--- src/rtl/in_flight_issue_arbiter_if.sv ---
`default_nettype none
// ============================================================================
// Module   : in_flight_issue_arbiter_if
// Brief    : Request, downstream and tracker-push signals of the issue arbiter.
// Revision : 1.0  initial release
// ============================================================================
interface in_flight_issue_arbiter_if #(
    parameter int COLORS     = 4,
    parameter int DATA_WIDTH = 64
);
    localparam int LOG2_COLORS = $clog2(COLORS);

    logic [COLORS-1:0]            req_valid;
    logic [COLORS*DATA_WIDTH-1:0] req_data;
    logic [COLORS-1:0]            req_ready;
    logic                         out_valid;
    logic                         out_ready;
    logic [LOG2_COLORS-1:0]       out_tag;
    logic [DATA_WIDTH-1:0]        out_data;
    logic                         push;
    logic [LOG2_COLORS-1:0]       push_tag;
    logic                         tracker_ready;

    // master is the arbiter; slave is the requesters, memory side and tracker
    modport master (
        input  req_valid,
        input  req_data,
        output req_ready,
        output out_valid,
        input  out_ready,
        output out_tag,
        output out_data,
        output push,
        output push_tag,
        input  tracker_ready
    );

    modport slave (
        output req_valid,
        output req_data,
        input  req_ready,
        input  out_valid,
        output out_ready,
        input  out_tag,
        input  out_data,
        input  push,
        input  push_tag,
        output tracker_ready
    );
endinterface
`default_nettype wire

--- src/rtl/in_flight_issue_arbiter.sv ---
`default_nettype none
// ============================================================================
// Module   : in_flight_issue_arbiter
// Brief    : Round-robin issue arbiter gated by in_flight_tracker credit.
//            Optional IN_FLIGHT_ISSUE_ARB_STALL_STATS_EN adds stall_count.
// Revision : 1.0  initial release
// ============================================================================
module in_flight_issue_arbiter #(
    parameter int COLORS     = 4,
    parameter int DATA_WIDTH = 64
) (
    input  wire logic                  clk,
    input  wire logic                  rst,
    in_flight_issue_arbiter_if.master  bus
`ifdef IN_FLIGHT_ISSUE_ARB_STALL_STATS_EN
    ,
    output logic [15:0]                stall_count
`endif
);
    localparam int LOG2_COLORS = $clog2(COLORS);
    localparam logic [LOG2_COLORS-1:0] c_tag_one = LOG2_COLORS'(1);

    typedef enum logic [1:0] {
        ST_IDLE  = 2'd0,
        ST_PROBE = 2'd1,
        ST_OFFER = 2'd2
    } state_t;

    state_t                  r_state;
    state_t                  w_state_next;
    logic [LOG2_COLORS-1:0]  r_rr_ptr;
    logic [LOG2_COLORS-1:0]  w_rr_ptr_next;
    logic [LOG2_COLORS-1:0]  r_cand;
    logic [LOG2_COLORS-1:0]  w_cand_next;
    logic [LOG2_COLORS-1:0]  r_out_tag;
    logic [LOG2_COLORS-1:0]  w_out_tag_next;
    logic [DATA_WIDTH-1:0]   r_out_data;
    logic [DATA_WIDTH-1:0]   w_out_data_next;

    logic [LOG2_COLORS-1:0]  w_search_base;
    logic [LOG2_COLORS-1:0]  w_idx;
    logic [LOG2_COLORS-1:0]  w_pick;
    logic                    w_found;
    logic [COLORS-1:0]       w_req_ready;
    logic                    w_out_valid;
    logic                    w_push;
    logic [DATA_WIDTH-1:0]   w_req_data [COLORS];

    genvar gc;
    generate
        for (gc = 0; gc < COLORS; gc++) begin : g_slice
            assign w_req_data[gc] = bus.req_data[gc*DATA_WIDTH +: DATA_WIDTH];
        end
    endgenerate

    // In IDLE the search starts at rr_ptr; a failed probe resumes strictly
    // after the candidate so every requester gets probed in turn.
    always_comb begin
        w_search_base = (r_state == ST_PROBE) ? (r_cand + c_tag_one) : r_rr_ptr;
        w_found       = 1'b0;
        w_pick        = w_search_base;
        w_idx         = w_search_base;
        for (int i = COLORS - 1; i >= 0; i--) begin
            w_idx = w_search_base + i[LOG2_COLORS-1:0];
            if (bus.req_valid[w_idx]) begin
                w_found = 1'b1;
                w_pick  = w_idx;
            end
        end
    end

    always_comb begin
        w_state_next    = r_state;
        w_rr_ptr_next   = r_rr_ptr;
        w_cand_next     = r_cand;
        w_out_tag_next  = r_out_tag;
        w_out_data_next = r_out_data;
        w_req_ready     = '0;
        w_out_valid     = 1'b0;
        w_push          = 1'b0;
        case (r_state)
            ST_IDLE: begin
                if (w_found) begin
                    w_cand_next  = w_pick;
                    w_state_next = ST_PROBE;
                end
            end
            ST_PROBE: begin
                if (bus.tracker_ready) begin
                    w_out_data_next = w_req_data[r_cand];
                    w_out_tag_next  = r_cand;
                    w_state_next    = ST_OFFER;
                end else if (w_found) begin
                    w_cand_next = w_pick;
                end else begin
                    w_state_next = ST_IDLE;
                end
            end
            ST_OFFER: begin
                w_out_valid = 1'b1;
                if (bus.out_ready) begin
                    w_push              = 1'b1;
                    w_req_ready[r_cand] = 1'b1;
                    w_rr_ptr_next       = r_cand + c_tag_one;
                    w_state_next        = ST_IDLE;
                end
            end
            default: begin
                w_state_next = ST_IDLE;
            end
        endcase
    end

    always_ff @(posedge clk) begin
        if (rst) begin
            r_state    <= ST_IDLE;
            r_rr_ptr   <= '0;
            r_cand     <= '0;
            r_out_tag  <= '0;
            r_out_data <= '0;
        end else begin
            r_state    <= w_state_next;
            r_rr_ptr   <= w_rr_ptr_next;
            r_cand     <= w_cand_next;
            r_out_tag  <= w_out_tag_next;
            r_out_data <= w_out_data_next;
        end
    end

    assign bus.req_ready = w_req_ready;
    assign bus.out_valid = w_out_valid;
    assign bus.push      = w_push;
    assign bus.out_tag   = r_out_tag;
    assign bus.out_data  = r_out_data;
    assign bus.push_tag  = r_cand;

`ifdef IN_FLIGHT_ISSUE_ARB_STALL_STATS_EN
    logic [15:0] r_stall_count;

    always_ff @(posedge clk) begin
        if (rst) begin
            r_stall_count <= '0;
        end else if ((r_state == ST_PROBE) && !bus.tracker_ready
                     && (r_stall_count != 16'hFFFF)) begin
            r_stall_count <= r_stall_count + 16'd1;
        end
    end

    assign stall_count = r_stall_count;
`endif

endmodule
`default_nettype wire
--- src/flat_wrapper.sv ---
// flat-port wrapper written by rule: the top's interface ports become plain ports
module in_flight_issue_arbiter_flat 
#(
    parameter int COLORS     = 4,
    parameter int DATA_WIDTH = 64
)
  (clk, rst, bus_req_valid, bus_req_data, bus_req_ready, bus_out_valid, bus_out_ready, bus_out_tag, bus_out_data, bus_push, bus_push_tag, bus_tracker_ready);
  in_flight_issue_arbiter_if #(.COLORS(COLORS), .DATA_WIDTH(DATA_WIDTH)) bus_i ();
  input  wire logic clk;
  input  wire logic rst;
  input wire logic [$bits(bus_i.req_valid)-1:0] bus_req_valid;
  input wire logic [$bits(bus_i.req_data)-1:0] bus_req_data;
  output wire logic [$bits(bus_i.req_ready)-1:0] bus_req_ready;
  output wire logic [$bits(bus_i.out_valid)-1:0] bus_out_valid;
  input wire logic [$bits(bus_i.out_ready)-1:0] bus_out_ready;
  output wire logic [$bits(bus_i.out_tag)-1:0] bus_out_tag;
  output wire logic [$bits(bus_i.out_data)-1:0] bus_out_data;
  output wire logic [$bits(bus_i.push)-1:0] bus_push;
  output wire logic [$bits(bus_i.push_tag)-1:0] bus_push_tag;
  input wire logic [$bits(bus_i.tracker_ready)-1:0] bus_tracker_ready;
  assign bus_i.req_valid = bus_req_valid;
  assign bus_i.req_data = bus_req_data;
  assign bus_req_ready = bus_i.req_ready;
  assign bus_out_valid = bus_i.out_valid;
  assign bus_i.out_ready = bus_out_ready;
  assign bus_out_tag = bus_i.out_tag;
  assign bus_out_data = bus_i.out_data;
  assign bus_push = bus_i.push;
  assign bus_push_tag = bus_i.push_tag;
  assign bus_i.tracker_ready = bus_tracker_ready;
  in_flight_issue_arbiter #(.COLORS(COLORS), .DATA_WIDTH(DATA_WIDTH)) u_core (.clk(clk), .rst(rst), .bus(bus_i));
endmodule
--- config.mk ---
export PLATFORM = sky130hd
export DESIGN_NAME = in_flight_issue_arbiter_flat
export DESIGN_NICKNAME = d
export VERILOG_FILES = /design/src/rtl/in_flight_issue_arbiter_if.sv /design/src/rtl/in_flight_issue_arbiter.sv /design/src/flat_wrapper.sv
export SDC_FILE = /design/constraint.sdc
export NUM_CORES = 1
export LEC_CHECK = 0
export CORE_AREA = 5 5 129 131
export DETAILED_ROUTE_END_ITERATION = 16
export DIE_AREA = 0 0 134 136
export GPL_TIMING_DRIVEN = 1
export HOLD_SLACK_MARGIN = 0.12
export PLACE_DENSITY = 0.69
export SLEW_MARGIN = 5
export SYNTH_ARGS = -nofsm -noshare
export SYNTH_HDL_FRONTEND = slang
export SYNTH_SLANG_ARGS = --single-unit
--- constraint.sdc ---
create_clock -name clk -period 2.7 [get_ports clk]
set_clock_uncertainty 0.15 [all_clocks]
set_input_delay 0.405 -clock clk [delete_from_list [all_inputs] [get_ports clk]]
set_output_delay 0.405 -clock clk [all_outputs]
set_load 0.01 [all_outputs]
=== Word level (Yosys, flattened, before mapping) ===
Cells that the tools add are included.

* Bits of input ports: 264
* Register bits after elaboration: 72
* Output and inout port bits: 74
* Word-level logic and storage cells: 65

* Reduce and logical (&&, ||, !) cells: 7
* Add/sub/neg operators: 4
* Equality and inequality tests: 6
* Bitwise operators: 1
* Mux-type cells: 35
* Magnitude comparators: 7

{| class="wikitable"
|+ Operators by type and width
! operator !! number
|-
| binary-select mux 64 bit (select 2 bit) || 1
|-
| two-way mux 64 bit || 2
|-
| two-way mux 2 bit || 11
|-
| less-than comparator 2 x 3 -> 1 bit (second input constant) || 5
|-
| two-way mux 1 bit || 12
|-
| binary-select mux 1 bit (select 2 bit) || 4
|-
| two-way mux 4 bit || 2
|-
| one-hot mux 2 bit (3 select lines) || 1
|-
| AND reduction 2 bit || 3
|-
| adder 2 x 1 -> 2 bit (second input constant) || 2
|-
| adder 2 bit (second input constant) || 2
|-
| inequality test 2 bit (second input constant) || 2
|-
| one-hot mux 2 bit (2 select lines) || 1
|-
| greater-or-equal comparator 3 bit (second input constant) || 1
|-
| inequality test 3 bit (second input constant) || 1
|-
| inverter 2 -> 3 bit || 1
|-
| AND reduction 3 bit || 1
|-
| demux 1 bit (select 2 bit) || 1
|-
| == test 2 x 1 -> 1 bit (second input constant) || 1
|-
| == test 2 bit (second input constant) || 1
|-
| greater-or-equal comparator 2 x 1 -> 1 bit (second input constant) || 1
|-
| logical NOT 2 bit || 1
|-
| inequality test 2 x 1 -> 1 bit (second input constant) || 1
|-
| nonzero test 2 bit || 1
|-
| logical AND 1 bit || 1
|}

=== Longest topological paths before layout ===
* Depth in word-level cells: 12
* Depth in mapped cells: 8
* Mapped depth without buffers: 6

=== Worst setup path before layout ===
Ideal clock, no wire load.

* Path kind: flip-flop to flip-flop
* From: reg u_core.r_cand[1] (netlist: u_core.bus.push_tag[1])
* To: reg u_core.r_cand[0] (netlist: u_core.bus.push_tag[0])
* Stages on the path, launching flop included: 9
* Path buffers: 2
* Library setup time: 74 ps
* Slack: 128 ps
* Data arrival time: 2348 ps
* Data required time: 2476 ps
* Clock period less this slack: 2572 ps
* Cell sequence: dfxtp_1 -> buf_2 -> buf_1 -> inv_1 -> ha_1 -> mux2i_2 -> nor3b_1 -> or4_1 -> a31oi_1

* Word-level cells in the longest chain between the ends: 12
* Elaborated cells between the ends (all ways): 24
* Classes of those cells: add/sub: 4; mux: 20

{| class="wikitable"
|+ RTL lines
! element !! RTL line !! source
|-
| from (decl) || in_flight_issue_arbiter.sv:33 || <nowiki>logic [LOG2_COLORS-1:0] r_cand;</nowiki>
|-
| from (signal assigned) || in_flight_issue_arbiter.sv:124 || <nowiki>r_cand <= w_cand_next;</nowiki>
|-
| adder 2 x 1 -> 2 bit (*) || in_flight_issue_arbiter.sv:59 || <nowiki>w_search_base = (r_state == ST_PROBE) ? (r_cand + c_tag_one) : r_rr_ptr;</nowiki>
|-
| two-way mux 2 bit (*) || in_flight_issue_arbiter.sv:59 ||
|-
| adder 2 bit || in_flight_issue_arbiter.sv:64 || <nowiki>w_idx = w_search_base + i[LOG2_COLORS-1:0];</nowiki>
|-
| binary-select mux 1 bit (select 2 bit) || in_flight_issue_arbiter.sv:65 || <nowiki>if (bus.req_valid[w_idx]) begin</nowiki>
|-
| two-way mux 1 bit (not written as such) || in_flight_issue_arbiter.sv:65 ||
|-
| two-way mux 2 bit / two-way mux 1 bit (equally long branches) (4 in a row) || in_flight_issue_arbiter.sv:65 ||
|-
| two-way mux 2 bit (*) || in_flight_issue_arbiter.sv:83, in_flight_issue_arbiter.sv:93 ||
|-
| two-way mux 2 bit || in_flight_issue_arbiter.sv:89 || <nowiki>if (bus.tracker_ready) begin</nowiki>
|-
| one-hot mux 2 bit (2 select lines) (*) || in_flight_issue_arbiter.sv:81 || <nowiki>case (r_state)</nowiki>
|}

Every way passes the cells marked *; elsewhere a longest branch is shown, timed or not. The select of a mux whose other input is x is not followed.
A chain may end at the register's enable or synchronous reset.

=== Worst setup path in the final report ===
* From: reg u_core.r_cand[1] (netlist: u_core.bus.push_tag[1])
* To: out bus_req_ready[0]

* Word-level cells in the longest chain between the ends: 6
* Elaborated cells between the ends (all ways): 7
* Classes of those cells: order compare: 2; mux: 4; reduce/logical: 1

{| class="wikitable"
|+ RTL lines
! element !! RTL line !! source
|-
| less-than comparator 2 x 3 -> 1 bit (not written as such) / greater-or-equal comparator 2 x 1 -> 1 bit (equally long branches) || in_flight_issue_arbiter.sv:103 || <nowiki>w_req_ready[r_cand] = 1'b1;</nowiki>
|-
| logical AND 1 bit (not written as such) || in_flight_issue_arbiter.sv:103 ||
|-
| two-way mux 1 bit (not written as such) || in_flight_issue_arbiter.sv:103 ||
|-
| demux 1 bit (select 2 bit) (*) || - ||
|-
| two-way mux 4 bit (*) || in_flight_issue_arbiter.sv:101 || <nowiki>if (bus.out_ready) begin</nowiki>
|-
| two-way mux 4 bit (*) || in_flight_issue_arbiter.sv:81 ||
|-
| to (decl) || flat_wrapper.sv:13 || <nowiki>output wire logic [$bits(bus_i.req_ready)-1:0] bus_req_ready;</nowiki>
|}

Every way passes the cells marked *; elsewhere a longest branch is shown, timed or not.

==> run summary <==
Final cell utilization of the core = 0.5183
Setup Buffers After CTS = 0
Most area-consuming cells after synthesis = dfxtp_1 34%, mux4_2 34%, nand2_1 12%, a21oi_1 8.1%, clkbuf_1 2.1%
Crit path launch type = flop
Largest net degree at the start of global routing = 41
CTS Buf Count = 9
CP Max Fanout = 21
Max Root-Sink Buffers = 2
Row cnt = 46
Final Setup Violations = 0
CTS resizes = 0
Commonest non-fill, non-tap cell in the layout = clkdlybuf4s50_1
Fin crit period = 2382 ps
H-tree levels = 3
Drt drc = 0
Layout Nets = 1003
ANT cells = 0
I/O pin count = 338
Die X = 134 um
Worst Path Arrival = 1830 ps
Vias in the first global route = 5017
Final Wtd Congestion = 0.8610
Cts-stage hold buffer count = 0
Max capacitance violation total = 0
Routed WL = 17190 um
Largest family of logic cells by synthesized area = multiplexers
Sink Count = 72
Final period util = 0.8821
Outcome = completed
Synth Area in Simple Gates = 0.1485
Placed cells = 916
Core area = 15480 sq um
Critical path capture point type = output pin
Post-synth net total = 684
FMAX = 419.9 MHz
Hold Fails Final Rpt = 0
Drt wl/cell = 18.44 um
Kind of critical path = reg -> out
Total congestion overflow = 0
Port buffer count = 337
Die Area = 18220 sq um
Peak supply drop = 306.4 uV
Multiplexer share of the synthesized area = 0.3554
Worst Path Required = 2140 ps
Final antenna-violating net count = 0
Clk_lat worst skew = 330 ps
Syn-to-layout area delta = 92.01%
Sequential area share after synthesis = 0.3449
Leakage = 2.748 nW
Power per cell area = 428.9 nW/um^2
Worst min path class = reg -> reg
Post-synthesis compound-gate area fraction = 0.09731
Adder-cell share of the synthesized area = 0.01198
DR iter-0 viols = 127
Slew Viols, Final = 0
Final setup TNS = 0 ps
Worst-path clk slew = 60 ps
Warnings, synthesis = 0
Slew headroom = 0.5723
RSZ-0062 raised after global routing = false
TritonCTS clock tree = done
Via density = 4.880
Area leader, netlist = dfxtp_1
Synth top area share = 0.3449
DP HPWL = 14340 um
Post-synthesis register bit count = 72
Initial antenna violation count = 0
Die height = 136 um
Synth Cell Area = 4179 sq um
Worst Tran Pin Value = 633.3 ps
Syn Inst Count = 416
Layout cell share with drive strength beyond 1 = 0.1257
GR Util All Layers = 0.1808
Routed via count = 4548
Synth Area per Inst = 10.05 sq um
Initial Util = 0.2699
Commonest cells after routing, fill and taps aside = 336 x clkdlybuf4s50_1, 135 x nand2_1, 70 x dfxtp_1
CTS root buf = clkbuf_16
Non-filler cells, final = 932
XOR/XNOR Fraction of Synth Area = 0
First-pass GRT wire length = 25840 um
Library cells used by synthesis = 29
DR pass1 iterations = 4
-- synth_stat cells --
library cell and n:
nand2_1 136, dfxtp_1 72, a21oi_1 68, mux4_2 64, clkbuf_1 23, buf_1 7, and3_1 5, buf_2 5
ha_1 4, inv_1 4, nor2_1 4, buf_4 3, mux2i_1 3, a31oi_1 2, and2_1 2, a211oi_1 1
a21o_1 1, a32o_1 1, and2b_1 1, mux2i_2 1, nand2b_1 1, nand4b_1 1, nor2b_4 1, nor3b_1 1
o21ai_0 1, o22ai_1 1, o311ai_0 1, o41ai_1 1, or4_1 1
-- per-layer routing --
| layer | vias to the layer above | track usage | wire length (um) | share of wire |
|---|---|---|---|---|
| li1 | 2154 | - | - | - |
| met1 | 2119 | 0.1835 | 6007 | 0.35 |
| met2 | 254 | 0.3377 | 8967 | 0.52 |
| met3 | 21 | 0.06514 | 1814 | 0.11 |
| met4 | 0 | 0.07029 | 396 | 0.023 |
| met5 | - | 0 | 0 | 0 |
-- worst paths after layout --
check	slack, ps	endpoint	cells past startpoint	startpoint
setup / recovery	320	bus_req_ready[0]	4	u_core.bus.push_tag[1]
hold / removal	300	u_core.bus.out_data[2]	2	u_core.bus.out_data[2]
setup reg to reg	420	u_core.bus.push_tag[0]	6	u_core.bus.push_tag[1]
hold reg to reg	300	u_core.bus.out_data[2]	2	u_core.bus.out_data[2]
-- area by class of cell --
class                           instances  area, sq um
Fill cell                            1385         7458
Clock inverter                          3        42.54
Timing Repair Buffer                  346         3461
Inverter                                4        15.01
Multi-Input combinational cell        302         2566
Sequential cell                        72         1449
Tap cell                              192        240.2
Clock buffer                           13        250.2
-- power breakdown --
part / internal, mW / total, mW / switching, mW
registers: 1.13 / 1.18 / 0.0483
logic: 0.726 / 1.10 / 0.377
clock network: 0.740 / 1.16 / 0.422
-- cells by family after synthesis --
family                   count (synthesis)
flip-flops                              72
adder cells (fa/ha/maj)                  4
multiplexers                            68
buffers and inverters                   42
AND/OR/NAND/NOR                        153
AO/OA/AOI/OAI                           77
-- sequential cells by signal, indices dropped and copies added (netlist names) --
name and cells:
u_core.bus.out_data 64, u_core.bus.out_tag 2, u_core.bus.push_tag 2, u_core.r_rr_ptr 2, u_core.r_state 2
-- per-stage QoR --
step / hold slack [ps] / instance area (sq um) / power [mW] / worst slack [ps]
after global routing: 322.4 / 8024 / 3.624 / 253.5
after detailed placement: 296.6 / 7731 / 2.316 / 413.4
after global placement: 291.1 / 7731 / 2.295 / 457.0
after floorplan: 327.5 / 4179 / 1.699 / 127.9
final: 300.5 / 8024 / 3.442 / 318.4
after CTS: 304.2 / 8024 / 3.506 / 291.7
-- worst max-delay path, cell delays in order, from the launching register on --
cell,delay [ps]
dfxtp_4,530
inv_1,130
ha_1,200
and3_1,160
clkdlybuf4s50_1,480
(Power assumes the default switching activity.)
